### config.mk
export PLATFORM = sky130hd
export DESIGN_NAME = f_fetch_unit
export DESIGN_NICKNAME = d
export VERILOG_FILES = /design/src/rtl/f_fetch_unit_pkg.sv /design/src/rtl/f_fetch_unit_addr_check.sv /design/src/rtl/f_fetch_unit.sv
export SDC_FILE = /design/constraint.sdc
export NUM_CORES = 1
export LEC_CHECK = 0
export BUFFER_PORTS_ARGS = -buffer_cell sky130_fd_sc_hd__buf_2
export CAP_MARGIN = 20
export CORE_MARGIN = 2
export CORE_UTILIZATION = 40
export DETAILED_ROUTE_END_ITERATION = 12
export PLACE_DENSITY = 0.77
export SLEW_MARGIN = 40
export SYNTH_ARGS = -nofsm -noshare
export SYNTH_HDL_FRONTEND = slang
export SYNTH_SLANG_ARGS = --single-unit
### constraint.sdc
create_clock -name clk -period 1.81 [get_ports clk]
set_input_delay 0.362 -clock clk [delete_from_list [all_inputs] [get_ports clk]]
set_output_delay 0.362 -clock clk [all_outputs]
set_load 0.02 [all_outputs]
### src/rtl/f_fetch_unit_pkg.sv
// Shared definitions for the F-stage fetch unit.
//   f_state_e      : fetch FSM states (request, wait for data, hold for D)
//   F_RESET_PC     : PC after reset, first fetch address
//   F_EXC_VECTOR   : exception entry point, a typical flush target
//   F_IM_BASE/SIZE : default legal instruction window [base, base+size)
//   f_addr_illegal : combinational fetch-address legality test
package f_fetch_unit_pkg;

  typedef enum logic [1:0] {
    F_REQ  = 2'd0,
    F_WAIT = 2'd1,
    F_HOLD = 2'd2
  } f_state_e;

  localparam logic [31:0] F_RESET_PC   = 32'h0000_3000;
  localparam logic [31:0] F_EXC_VECTOR = 32'h0000_4180;
  localparam logic [31:0] F_IM_BASE    = 32'h0000_3000;
  localparam logic [31:0] F_IM_SIZE    = 32'h0000_4000;

  // Misaligned or outside [base, base+size). The upper bound is formed in
  // 33 bits so a window that reaches the top of the address space does not wrap.
  function automatic logic f_addr_illegal(input logic [31:0] addr,
                                          input logic [31:0] base,
                                          input logic [31:0] size);
    logic [32:0] limit;
    limit = {1'b0, base} + {1'b0, size};
    return (addr[1:0] != 2'b00) || (addr < base) || ({1'b0, addr} >= limit);
  endfunction

endpackage

### src/rtl/f_fetch_unit_addr_check.sv
// Combinational fetch-address legality check, also usable by the D-stage
// jr target check.
//   addr    in  32  address to test
//   illegal out 1   misaligned or outside the instruction window
module f_fetch_unit_addr_check
  import f_fetch_unit_pkg::*;
#(
  parameter logic [31:0] IM_BASE = F_IM_BASE,
  parameter logic [31:0] IM_SIZE = F_IM_SIZE
) (
  input  logic [31:0] addr,
  output logic        illegal
);

  assign illegal = f_addr_illegal(addr, IM_BASE, IM_SIZE);

endmodule

### src/rtl/f_fetch_unit.sv
// F-stage fetch unit: owns the PC, reads the instruction memory for it,
// holds the fetched word for D and loads NPC once D accepts. A flush
// redirects to flush_pc from any state.
// Ports:
//   clk, reset                      clock; synchronous active-low reset
//   NPC, D_ready                    next PC from D and D-accept strobe
//   flush, flush_pc                 redirect request and target
//   imem_req/addr/gnt/rvalid/rdata  instruction-memory read port
//   F_PC, F_instr, F_valid, F_adel  fetch result presented to D
//   dbg_state, dbg_drop             FSM state and drop flag for observation
//
// Handshakes: imem_req is a request held high until the cycle imem_gnt is
// seen with it (a transfer happens when both are 1); each grant is answered
// by exactly one imem_rvalid pulse, in order. Toward D, F_valid offers the
// instruction and D_ready takes it; the pair is a transfer only when both
// are 1 in the same cycle, and F holds everything stable until then.
module f_fetch_unit
  import f_fetch_unit_pkg::*;
#(
  parameter logic [31:0] RESET_PC = F_RESET_PC,
  parameter logic [31:0] IM_BASE  = F_IM_BASE,
  parameter logic [31:0] IM_SIZE  = F_IM_SIZE
) (
  input  logic        clk,
  input  logic        reset,
  input  logic [31:0] NPC,
  input  logic        D_ready,
  input  logic        flush,
  input  logic [31:0] flush_pc,
  output logic        imem_req,
  output logic [31:0] imem_addr,
  input  logic        imem_gnt,
  input  logic        imem_rvalid,
  input  logic [31:0] imem_rdata,
  output logic [31:0] F_PC,
  output logic [31:0] F_instr,
  output logic        F_valid,
  output logic        F_adel,
  output f_state_e    dbg_state,
  output logic        dbg_drop
);

  localparam logic RESET_BAD = f_addr_illegal(RESET_PC, IM_BASE, IM_SIZE);

  f_state_e    state_q, state_n;
  logic [31:0] pc_q, pc_n;
  logic [31:0] instr_q, instr_n;
  logic        drop_q, drop_n;
  logic        adel_q, adel_n;
  logic        bad_q, bad_n;    // legality of pc_q, registered with it
  logic        req_q, req_n;

  f_fetch_unit_addr_check #(
    .IM_BASE (IM_BASE),
    .IM_SIZE (IM_SIZE)
  ) u_addr_check (
    .addr    (pc_n),
    .illegal (bad_n)
  );

  always_comb begin
    state_n = state_q;
    pc_n    = pc_q;
    instr_n = instr_q;
    drop_n  = drop_q;
    adel_n  = adel_q;

    // A response owed to an abandoned request is swallowed here.
    if (drop_q && imem_rvalid) drop_n = 1'b0;

    if (flush) begin
      state_n = F_REQ;
      pc_n    = flush_pc;
      adel_n  = 1'b0;
      // A request granted this cycle, or one already in flight whose data has
      // not arrived, will still produce a response that must be thrown away.
      if (state_q == F_REQ && req_q && imem_gnt) drop_n = 1'b1;
      if (state_q == F_WAIT && !imem_rvalid)     drop_n = 1'b1;
    end else begin
      case (state_q)
        F_REQ: begin
          if (req_q && imem_gnt) begin
            state_n = F_WAIT;
          end else if (!drop_q && bad_q) begin
            // Illegal PC: never touch memory, report it as an instruction.
            state_n = F_HOLD;
            adel_n  = 1'b1;
          end
        end
        F_WAIT: begin
          if (imem_rvalid) begin
            instr_n = imem_rdata;
            state_n = F_HOLD;
          end
        end
        F_HOLD: begin
          if (D_ready) begin
            pc_n    = NPC;
            adel_n  = 1'b0;
            state_n = F_REQ;
          end
        end
        default: state_n = F_REQ;
      endcase
    end

    // Registered request: asserted for the cycle after entering REQ with no
    // pending discard and a legal PC, dropped the cycle after the grant.
    req_n = (state_n == F_REQ) && !drop_n && !bad_n;
  end

  always_ff @(posedge clk) begin
    if (!reset) begin
      state_q <= F_REQ;
      pc_q    <= RESET_PC;
      instr_q <= 32'h0;
      drop_q  <= 1'b0;
      adel_q  <= 1'b0;
      bad_q   <= RESET_BAD;
      req_q   <= !RESET_BAD;
    end else begin
      state_q <= state_n;
      pc_q    <= pc_n;
      instr_q <= instr_n;
      drop_q  <= drop_n;
      adel_q  <= adel_n;
      bad_q   <= bad_n;
      req_q   <= req_n;
    end
  end

  assign imem_req  = req_q;
  assign imem_addr = pc_q;
  assign F_PC      = pc_q;
  assign F_valid   = (state_q == F_HOLD);
  assign F_adel    = adel_q;
  assign F_instr   = (F_valid && !adel_q) ? instr_q : 32'h0;
  assign dbg_state = state_q;
  assign dbg_drop  = drop_q;

endmodule

==> results of run 1 <==
## registers in the layout, indices dropped and copies added, names as in the netlist
name	count
F_PC	32
F_adel	1
imem_req	1
bad_q	1
dbg_state	2
instr_q	32
dbg_drop	1
## worst max-delay path, cell delays in order, from the launching register on
cell	delay, ns
dfxtp_4	0.37
buf_4	0.14
and3b_2	0.27
nand4_1	0.09
and3_4	0.18
or4_4	0.54
nor4b_4	0.24
a21o_1	0.14
## synthesized netlist by cell type, drive strengths merged, types with 3 or more instances
master | number | area, µm²
dfxtp | 70 | 1400
inv | 11 | 41.3
and2 | 45 | 282
nand4 | 3 | 18.8
buf | 43 | 310
o22ai | 4 | 25.0
and3b | 4 | 35.0
a221oi | 10 | 93.8
nand3 | 6 | 30.0
nor2b | 4 | 25.0
a211oi | 12 | 100
o211a | 4 | 40.0
clkbuf | 22 | 82.6
nand2 | 100 | 375
nor4 | 9 | 56.3
o21ai | 5 | 25.0
o2bb2ai | 3 | 26.3
nor2 | 25 | 93.8
a21oi | 59 | 295
a21boi | 3 | 22.5
nor3 | 4 | 20.0
## worst paths after layout
kind	startpoint	end	slack, ns	cells past startpoint
hold reg to reg	instr_q[14]	instr_q[14]	0.46	2
setup / recovery	dbg_state[0]	imem_req	-0.20	7
setup reg to reg	dbg_state[0]	imem_req	-0.20	7
hold / removal	imem_rdata[28]	instr_q[28]	0.24	3
## through the flow
step                      total power, µW  hold WS [ns]  setup WS [ns]
final                                3710         0.244         -0.202
after global routing                 3880         0.223         -0.281
after CTS                            3690         0.235         -0.209
after detailed placement             2440         0.442         -0.383
after global placement               2430         0.438         -0.297
after floorplan                      2130         0.432         -0.115
## power by group
group          internal, µW  switching [µW]  leakage, µW
clock network           589             631    0.0000915
registers              1600            59.0     0.000574
logic                   381             456      0.00201
total                  2570            1150      0.00267
## layer usage
metal	wire length (µm)	share of wire, %	vias up
li1	-	-	1979
met1	4830	39	1938
met2	6400	51	194
met3	928	7.4	35
met4	344	2.8	0
met5	0	0	-
## layout make-up
cell class,count,share of cell area (%)
clock buffer,11,2.73
clock inverter,5,0.671
inverter,13,0.872
multi-input combinational,322,35.7
sequential,70,25.2
tap,108,2.41
timing repair buffer,261,32.4
## logic make-up (layout without fill, tap and decap cells)
kind of cell	after synthesis	after routing	synth area share, %
compound gates	108	108	19.2
buf+inv	78	290	12.2
flops	70	70	38.8
mux	3	3	0.866
simple gates	210	211	28.9
## placed cells by master (no fill, tap or decap), drive strengths merged, types with 4 or more instances in the layout
cell / Yosys / routed
a21oi: 59 / 59
a211oi: 12 / 12
clkbuf: 22 / 12
dfxtp: 70 / 70
nor2: 25 / 25
and3b: 4 / 4
nand3: 6 / 6
inv: 11 / 14
nor2b: 4 / 4
buf: 43 / 260
a221oi: 10 / 10
o211a: 4 / 4
nor3: 4 / 4
nand2: 100 / 100
nor4: 9 / 9
and2: 45 / 45
o21ai: 5 / 5
o22ai: 4 / 4
## repair_timing
action                                 CTS  global route
endpoints found under the hold margin    0             0
setup endpoints to repair               34            34
resized for setup                       87            31
buffers inserted                         4             2
gates cloned                             3             1
pin swaps                               16            18
==> out/metrics.cfg, run 1 <==
[worst_setup_path]
arrival_ns=2.30
crit_type=reg -> reg
worstPathMaxFanout=6
startpoint_type=flop
endpoint_kind=flop
cp.required_ns=2.10

[layout]
layout.cells.non_filler=790
multi_input_area_mm2=0.00200
antenna_cells=0
num-fill-cells=708
fin_util_pct=64.2
drive_above_1_share_pct=49.0
area_delta_synth_final_pct=54.9
final_area_mm2=0.00560
nets=779
seq_area_mm2=0.00141

[sta]
finalSetupViolations=34
rsz0062_at_grt=yes
fmax_ghz=0.497
layout_setup_ws_ns=-0.202
hold_viol=0
relSlewSlack_pct=69.1
finClkSkew_ns=0.0111
fin_setup_tns_ns=-6.02
min_period_ns=2.01
timing.final.crit_share_pct=111
worstMarginPinSlew_ns=0.463
drv_slew=0

[placed_design]
dp_cells=764
place_hpwl_um=8650
gp_congestion=1.02
placed_area_mm2=0.00488
io_buffers=203

[synthesis]
syn_nets=571
synth-main-ff-cell=dfxtp_1
synth-edff-count=0
ys.warnings.count=0
synthDistinctLibCells=42
synth_cells=469
yosysSeqAreaShare_pct=38.8
synth.avg_cell_area_um2=7.70
ys_ff_latch=70
netlist_area_mm2=0.00361
async_flop_share_pct=0

[global_routing]
grt_pass1_wl_um=19300
grt_start_max_net_pins=39
grt_pass1_vias=4044
met2_usage_pct=43.7
met3_usage_pct=4.82
grt_overflow=0
grt_busiest_layer=met2
gr-usage-all-layers_pct=24.5
antenna_found_initial=0
gr-usage-met1_pct=28.7

[clocking]
root_buffer=clkbuf_8
clock_latency_ns=0.35
clock_path_buffers=2
cts_inserted_buffers=9
cts_tree=built
htreeDepth=3
clock_sinks=70
clk_pin_slew_ns=0.09
cts_hold_buffers=0

[job]
cap_violations=0

[floorplanning]
die_h_um=99.0
coreArea_mm2=0.00872
start_util_pct=41.4
die_width_um=99.0
io_pins=204
rows=34
dieArea_mm2=0.00981

[power]
p_leak_uw=0.00267
powerDensity_mw_per_mm2=664
ir_worst_vdd_v=0.000489

[drt]
firstDrtPassIters=4
avgViaCountPerCell=5.25
post_drt_wl_per_cell_um=15.8
ant_nets=0
drt-total-wl_um=12500
num_vias=4146
drc=0
drtIter0Drc=192

[run_status]
violations=negative setup slack
status=finished, violations left

[min_path]
hold_class=in -> reg

Power figures use the tool's default switching activity.
==> run 2: changes to the inputs <==
--- a/config.mk
+++ b/config.mk
@@ -10,7 +10,7 @@
 export CORE_MARGIN = 2
 export CORE_UTILIZATION = 40
 export DETAILED_ROUTE_END_ITERATION = 12
-export PLACE_DENSITY = 0.77
+export PLACE_DENSITY = 0.87
 export SLEW_MARGIN = 40
 export SYNTH_ARGS = -nofsm -noshare
 export SYNTH_HDL_FRONTEND = slang
==> run 2 against run 1 <==
- the run still ends with negative setup slack left
- wire length up 0.70%
- worst setup slack worse by 0.16 ns
- cell count down 0.25%
- maximum frequency down 7.5%
- cell area down 1.3%
- combinational power down 2%
- sequential share of layout area up 0.32 points
- sequential power about the same
- clock skew up 0.0038 ns
- largest cell class unchanged
==> out/metrics.cfg, run 2 (synthesized netlist as in run 1, its figures left out) <==
[run_status]
status=finished, violations left
violations=negative setup slack

[sta]
hold_viol=0
worstMarginPinSlew_ns=0.401
min_period_ns=2.17
relSlewSlack_pct=73.0
finalSetupViolations=35
drv_slew=0
timing.final.crit_share_pct=120
rsz0062_at_grt=yes
layout_setup_ws_ns=-0.365
fmax_ghz=0.460
finClkSkew_ns=0.0149

[placed_design]
dp_cells=764
placed_area_mm2=0.00487
dp_slack_ns=-0.369
place_hpwl_um=8660
gp_congestion=0.929
io_buffers=203

[floorplanning]
start_util_pct=41.4
coreArea_mm2=0.00872
dieArea_mm2=0.00981
io_pins=204
die_width_um=99.0
die_h_um=99.0
rows=34

[layout]
nets=777
final_common_cell=buf_2
antenna_cells=0
layout.cells.non_filler=788
drive_above_1_share_pct=47.9
area_delta_synth_final_pct=53.0
final_area_mm2=0.00553
num-fill-cells=711
multi_input_area_mm2=0.00197
seq_area_mm2=0.00141
final_cell_mix=buf_2, nand2_1, dfxtp_1

[clocking]
clock_path_buffers=2
cts_tree=built
clock_sinks=70
cts_inserted_buffers=9
root_buffer=clkbuf_8
htreeDepth=3
clock_latency_ns=0.34
clk_pin_slew_ns=0.08

[worst_setup_path]
cp.required_ns=2.08
worstPathMaxFanout=6
startpoint_type=flop
crit_type=reg -> reg
endpoint_kind=flop
ff2ff_setup_slack_ns=-0.36
arrival_ns=2.45

[drt]
post_drt_wl_per_cell_um=16.0
drtIter0Drc=252
ant_nets=0
drc=0
firstDrtPassIters=5
drt-total-wl_um=12600
avgViaCountPerCell=5.31
num_vias=4184

[power]
clkPwrFrac_pct=33.6
p_switching_uw=1090
p_leak_uw=0.00265
p_int_uw=2640
seqPwrFrac_pct=44.4
ir_worst_vdd_v=0.000412
swShare_pct=29.2
powerDensity_mw_per_mm2=675
combinationalPowerShare_pct=22.0

[global_routing]
grt_overflow=0
grt_pass1_vias=4092
antenna_found_initial=1
grt_start_max_net_pins=33
grt_pass1_wl_um=19000
gr-usage-all-layers_pct=24.0

[min_path]
hold_class=in -> reg

[job]
cap_violations=0

==> run 2: cell types whose count changed in the layout (fill, tap and decap cells not counted), sizes merged <==
cell / previous run / this run
clkbuf: 12 / 16
buf: 260 / 258
clkinvlp: 2 / 0
inv: 14 / 12
==> run 2: repair_timing <==
action | in CTS | in global routing
endpoints found under the setup margin | 34 | 35
gates cloned | 2 | 2
setup buffers | 3 | 2
hold buffers | 0 | 0
pin swaps | 15 | 22
gates resized for setup | 88 | 25
==> run 2: path summary, 6_finish.rpt <==
| path | from | endpoint | cells past startpoint |
|---|---|---|---|
| worst max-delay path | dbg_state[1] | imem_req | 9 |
| worst min-delay path | flush_pc[7] | F_PC[7] | 3 |
| worst max register to register | dbg_state[1] | imem_req | 9 |
| worst min register to register | instr_q[6] | instr_q[6] | 2 |
==> run 2: metal layers <==
metal,share of wire (%),vias up,wire (µm),GRT usage [%]
met5,0.10,-,13,0
met4,3.3,2,417,11.4
met3,7.4,45,927,5.18
met2,52,220,6530,44.9
met1,37,1943,4700,25.4
li1,-,1974,-,-
==> run 2: power groups by stage <==
stage	clock [µW]	combinational, µW	sequential (µW)
after floorplan	0	387	1740
after global placement	0	735	1680
after detailed placement	0	750	1680
after CTS	1290	785	1650
after global routing	1340	879	1660
final	1250	822	1650
==> run 2: stage by stage <==
step	utilization (%)	setup TNS, ns	hold WS, ns	power [µW]
global route	63.4	-11.80	0.248	3880
global placement	55.8	-0.575	0.437	2420
finish	63.4	-9.22	0.253	3730
CTS	61.9	-8.67	0.233	3720
floorplan	-	-0.892	0.432	2130
detailed placement	55.8	-0.779	0.443	2440
==> run 2: critical path: stages (launching register included) <==
cell and delay, ns:
dfxtp_4 0.38, nor2b_4 0.14, buf_6 0.11, buf_4 0.17, a221oi_4 0.27, o22ai_1 0.13, nor4_1 0.37, buf_4 0.18
nor4b_4 0.22, a21o_1 0.15
==> run 2: area by class of cell <==
class | count | area share [%]
inverter | 13 | 0.883
clock buffer | 15 | 3.42
multi-input combinational | 322 | 35.7
timing repair buffer | 259 | 31.9
clock inverter | 1 | 0.159
tap | 108 | 2.45
sequential | 70 | 25.5
